File: config.mk
export PLATFORM = sky130hd
export DESIGN_NAME = pp_pipe_stage
export DESIGN_NICKNAME = d
export VERILOG_FILES = /design/src/rtl/pp_pipe_stage.sv
export SDC_FILE = /design/constraint.sdc
export NUM_CORES = 2
export LEC_CHECK = 0
export ABC_CLOCK_PERIOD_IN_PS = 6500
export BUFFER_PORTS_ARGS = -buffer_cell sky130_fd_sc_hd__buf_2
export CORE_AREA = 2 2 513 515
export CTS_BUF_LIST = sky130_fd_sc_hd__clkbuf_2
export DETAILED_ROUTE_END_ITERATION = 7
export DIE_AREA = 0 0 515 517
export GPL_TIMING_DRIVEN = 1
export PLACE_DENSITY = 0.36
export SLEW_MARGIN = 20
export SYNTH_ARGS = -nofsm -noshare
export SYNTH_HDL_FRONTEND = slang
export SYNTH_SLANG_ARGS = --single-unit
File: constraint.sdc
create_clock -name clk -period 6.5 [get_ports clk]
set_clock_uncertainty 0.2 [all_clocks]
set_input_delay 1.95 -clock clk [delete_from_list [all_inputs] [get_ports clk]]
set_output_delay 1.95 -clock clk [all_outputs]
set_load 0.05 [all_outputs]
File: src/rtl/pp_pipe_stage.sv
// ---------------------------------------------------------------------------
// PpPipeStage (module pp_pipe_stage)
//
// Purpose:
//   Pipeline stage placed between Wallace-tree reduction levels of the
//   multiplier datapath. It registers a packed partial-product array plus the
//   two operand sideband words, with a valid/ready handshake backed by a
//   2-entry skid buffer (main register M drives the outputs, skid register S
//   catches the one item that can arrive while M is stalled). Includes a
//   synchronous flush, an occupancy count and a saturating stall counter.
//
// Ports:
//   clk        in   clock, all logic on the rising edge
//   rst        in   synchronous active-high reset
//   flush      in   synchronous flush, discards held items
//   in_valid   in   upstream item valid
//   in_ready   out  stage can accept this cycle (registered, no path
//                   from out_ready)
//   in_pp      in   packed rows, row i at [i*LANE_W +: LANE_W]
//   in_a/in_b  in   operand sideband words
//   out_valid  out  out_* holds a valid item
//   out_ready  in   downstream accepts this cycle
//   out_pp     out  registered rows
//   out_a/b    out  registered operand words
//   occupancy  out  number of items held (0..2)
//   stall_cnt  out  saturating count of cycles with out_valid && !out_ready
// ---------------------------------------------------------------------------
module pp_pipe_stage #(
    parameter int LANES  = 64,
    parameter int LANE_W = 8,
    parameter int OP_W   = 64,
    parameter int CNT_W  = 16
) (
    input  logic                    clk,
    input  logic                    rst,
    input  logic                    flush,
    input  logic                    in_valid,
    output logic                    in_ready,
    input  logic [LANES*LANE_W-1:0] in_pp,
    input  logic [OP_W-1:0]         in_a,
    input  logic [OP_W-1:0]         in_b,
    output logic                    out_valid,
    input  logic                    out_ready,
    output logic [LANES*LANE_W-1:0] out_pp,
    output logic [OP_W-1:0]         out_a,
    output logic [OP_W-1:0]         out_b,
    output logic [1:0]              occupancy,
    output logic [CNT_W-1:0]        stall_cnt
);

    localparam int PP_W = LANES * LANE_W;

    logic              r_mValid;
    logic [PP_W-1:0]   r_mPp;
    logic [OP_W-1:0]   r_mA;
    logic [OP_W-1:0]   r_mB;

    logic              r_sValid;
    logic [PP_W-1:0]   r_sPp;
    logic [OP_W-1:0]   r_sA;
    logic [OP_W-1:0]   r_sB;

    logic [CNT_W-1:0]  r_stallCnt;

    logic              w_accept;
    logic              w_release;

    // Readiness only depends on the skid register being free, so the
    // upstream never sees a combinational path from out_ready. Reset also
    // blocks acceptance while it is held.
    assign in_ready  = !r_sValid && !rst;
    assign w_accept  = in_valid && in_ready;
    assign w_release = r_mValid && out_ready;

    assign out_valid = r_mValid;
    assign out_pp    = r_mPp;
    assign out_a     = r_mA;
    assign out_b     = r_mB;
    assign occupancy = {1'b0, r_mValid} + {1'b0, r_sValid};
    assign stall_cnt = r_stallCnt;

    // Main and skid storage. M always holds the oldest item; S only fills
    // when M is stalled and a new item arrives, and drains into M on the
    // next release, which keeps strict FIFO order. Flush drops the valid
    // bits but leaves payloads alone, and ignores any input that cycle.
    always_ff @(posedge clk) begin
        if (rst) begin
            r_mValid <= 1'b0;
            r_mPp    <= '0;
            r_mA     <= '0;
            r_mB     <= '0;
            r_sValid <= 1'b0;
            r_sPp    <= '0;
            r_sA     <= '0;
            r_sB     <= '0;
        end else if (flush) begin
            r_mValid <= 1'b0;
            r_sValid <= 1'b0;
        end else if (!r_mValid) begin
            if (w_accept) begin
                r_mValid <= 1'b1;
                r_mPp    <= in_pp;
                r_mA     <= in_a;
                r_mB     <= in_b;
            end
        end else if (w_release) begin
            if (r_sValid) begin
                r_mPp    <= r_sPp;
                r_mA     <= r_sA;
                r_mB     <= r_sB;
                r_sValid <= 1'b0;
            end else if (w_accept) begin
                r_mPp    <= in_pp;
                r_mA     <= in_a;
                r_mB     <= in_b;
            end else begin
                r_mValid <= 1'b0;
            end
        end else if (w_accept) begin
            r_sValid <= 1'b1;
            r_sPp    <= in_pp;
            r_sA     <= in_a;
            r_sB     <= in_b;
        end
    end

    // Stall observability: counts every cycle the output is offered but
    // refused, sticking at all-ones. Only reset clears it so a flush does
    // not hide stall history.
    always_ff @(posedge clk) begin
        if (rst) begin
            r_stallCnt <= '0;
        end else if (r_mValid && !out_ready && (r_stallCnt != {CNT_W{1'b1}})) begin
            r_stallCnt <= r_stallCnt + CNT_W'(1);
        end
    end

endmodule
==> reports/results.txt <==
Via-to-Cell Ratio = 4.422
Flop2flop setup slack = 2800 ps
Placer congestion estimate = 0.8125
Sw power = 5.690 mW
Clock share of power = 36.4%
Outcome = finished clean
WP data arrival = 3430 ps
First-pass GRT wire length = 347900 microns
Dpl cell area = 59430 sq um
Clock sinks = 1298
Total Power = 16.98 mW
Fin nets = 8910
Drt pass-1 iters = 7
CP endpoint kind = output pin
VDD IR max = 0.1161 mV
Clk buf depth = 4
Slew @ Worst Pin = 1207 ps
Cell taking the most area after synthesis = dfxtp_1
Commonest cells post-synth = nand2_1 (2564), dfxtp_1 (1298), nor2_1 (650)
Worst slew margin = 19.54%
Grt ovf = 0
Worst Hold Launch = r_sPp[263]
Worst Hold Class = reg -> reg
# DRC = 0
Num CTS Buffers = 392
Reg clk slew, reported paths = 100 ps
R2R cell count = 5
Fraction of registers with async set/reset = 0%
Dpl ws = 1454 ps
GRT Total Usage = 17.38%
Post-Route Utilization = 26.31%
Top-count cell post-synth = nand2_1
CP startpoint kind = input port
Comb power frac = 14.6%
Finished Layout Cells = 11948
Hpwl dp = 165600 microns
Mean Syn Cell Area = 7.730 sq um
Final Cell Area = 68690 sq um
Dpl cells = 10690
Seq/Total Area, Yosys = 52.16%
Lkg Pwr = 27.32 nW
Max_cap viols = 0
Initial Util = 19.08%
CTS tree = done
Synth area leaders = dfxtp_1 (52%), nand2_1 (19%), a311oi_1 (11%)
Yosys cell types = 39
Cell area after synthesis = 49810 sq um
Num rows = 188
Switching Share = 33.51%
Sequential share of power = 49.0%
Hold slack final = 157.5 ps
Root buffer cell = clkbuf_2
Internal cell power = 11.29 mW
DRT antenna net count = 0
Final TNS setup = 0 ps
Vias = 52831
Core area = 261100 sq um
WL/cell = 20.56 microns
Share of layout cells above drive strength 1 = 23.31%
Setup Crit Path Kind = in -> out
Post-synth EDFFs = 0
Worst setup margin = 923.7 ps
Power Density = 247.2 nW/um^2
Die Height = 517 microns
Syn nets = 7091
RSZ-0062 raised after global routing = no
Fin. max-slew vios = 0
Vias in the first global route = 49775
Die Wd = 515 microns
Clk_lat worst skew = 1820 ps
Flops & latches, synth = 1298
Detailed Route WL = 245700 microns
DRT iter0 DRCs = 3196
Final setup violation count = 0
# resized after CTS = 0
CP required = 4350 ps
Pin count of the biggest net entering global routing = 209
IO Count = 1305
Reg2reg end = out_pp[316]
Yosys top cell area share = 52.16%
Fmax achieved = 179.3 MHz
Layout overhead on the synthesized area = 37.89%
# port buffers = 1304
Worst r2r src = out_valid
Die area = 266300 sq um
Final hold violation count = 0
Tmin final = 5576 ps
Initial antenna violation count = 94
Fin crit share = 85.79%
Ys Warns = 0
Cells after Synth = 6444
H-tree depth = 5
Worst hold path depth = 2
CP max FO = 44
Top FF cell, synth = dfxtp_1
Worst hold endpoint = out_pp[263]
[power groups by stage]
| stage | registers [mW] | clock network (mW) | logic [mW] |
|---|---|---|---|
| 6_report | 8.32 | 6.18 | 2.48 |
| 3_5_place_dp | 8.51 | 0 | 2.16 |
| 3_3_place_gp | 8.50 | 0 | 2.15 |
| 4_1_cts | 8.32 | 6.58 | 2.51 |
| 2_1_floorplan | 9.24 | 0 | 0.586 |
| 5_1_grt | 8.35 | 6.97 | 2.66 |
[cells in the final DEF, fill, tap and decap left out, types with 2 or more instances in the layout]
cell,n
clkinv_2,2
mux2_2,5
nor3_1,7
nand4_1,3
dlygate4sd3_1,599
dfxtp_1,1298
clkinvlp_4,7
buf_2,1303
nand2b_1,4
clkinv_8,2
or4_1,3
a41oi_1,2
nand3_1,5
nor2b_1,6
buf_4,57
clkinv_4,4
inv_6,5
a31oi_1,2
inv_1,3
a21oi_1,648
clkinv_1,43
o21ai_0,3
clkbuf_2,539
inv_2,4
nor4_1,3
nor2_1,650
or3_1,2
a311oi_1,641
and3_1,2
bufinv_16,3
diode_2,50
ha_1,2
buf_12,38
nand2_1,2563
[per-layer routing]
layer  routed length (microns)  up-vias  track usage (%)
li1                          -    25527                -
met1                    100600    24914            20.61
met2                    111100     1878            27.76
met3                     24850      484            7.344
met4                      8893       28            6.522
met5                       186        -                0
[worst max-delay path by stage]
stage,startpoint,to,slack [ps]
2_1_floorplan,rst,in_ready,960
3_3_place_gp,rst,in_ready,1520
3_5_place_dp,rst,out_pp[429],1450
4_1_cts,rst,in_ready,930
5_1_grt,rst,in_ready,910
6_report,rst,in_ready,920
[cell families after synthesis]
| family | Yosys count | synth area share, % |
|---|---|---|
| DFF | 1298 | 52.16 |
| AOI/OAI and AO/OA | 1304 | 18.02 |
| and+or+nand+nor | 3258 | 24.77 |
| buffers and inverters | 576 | 4.868 |
| adders and majority gates | 2 | 0.05023 |
| muxes | 6 | 0.1331 |
[registers in the layout, summed over array words and instances (netlist names)]
name,cells
out_pp,512
r_sB,64
out_b,64
stall_cnt,16
r_sA,64
out_a,64
r_sValid,1
r_sPp,512
out_valid,1
[worst max-delay path: stages]
cell and delay (ps):
dlygate4sd3_1 560, buf_8 200, nor2_1 290, buf_2 320
[cell type report]
type | instances | area (sq um)
clock inverter | 70 | 440.4
tap | 3420 | 4279
sequential | 1298 | 25980
multi-input combinational | 4570 | 21430
inverter | 3 | 11.26
timing repair buffer | 1998 | 13720
fill | 28968 | 192400
clock buffer | 539 | 2698
antenna | 50 | 125.1
[timing repair]
item,in CTS,in global routing
hold buffers,599,0
hold endpoints to repair,1120,0
setup buffers,0,0
setup endpoints to repair,0,0
No activity file was read; power rests on OpenSTA's default activity.
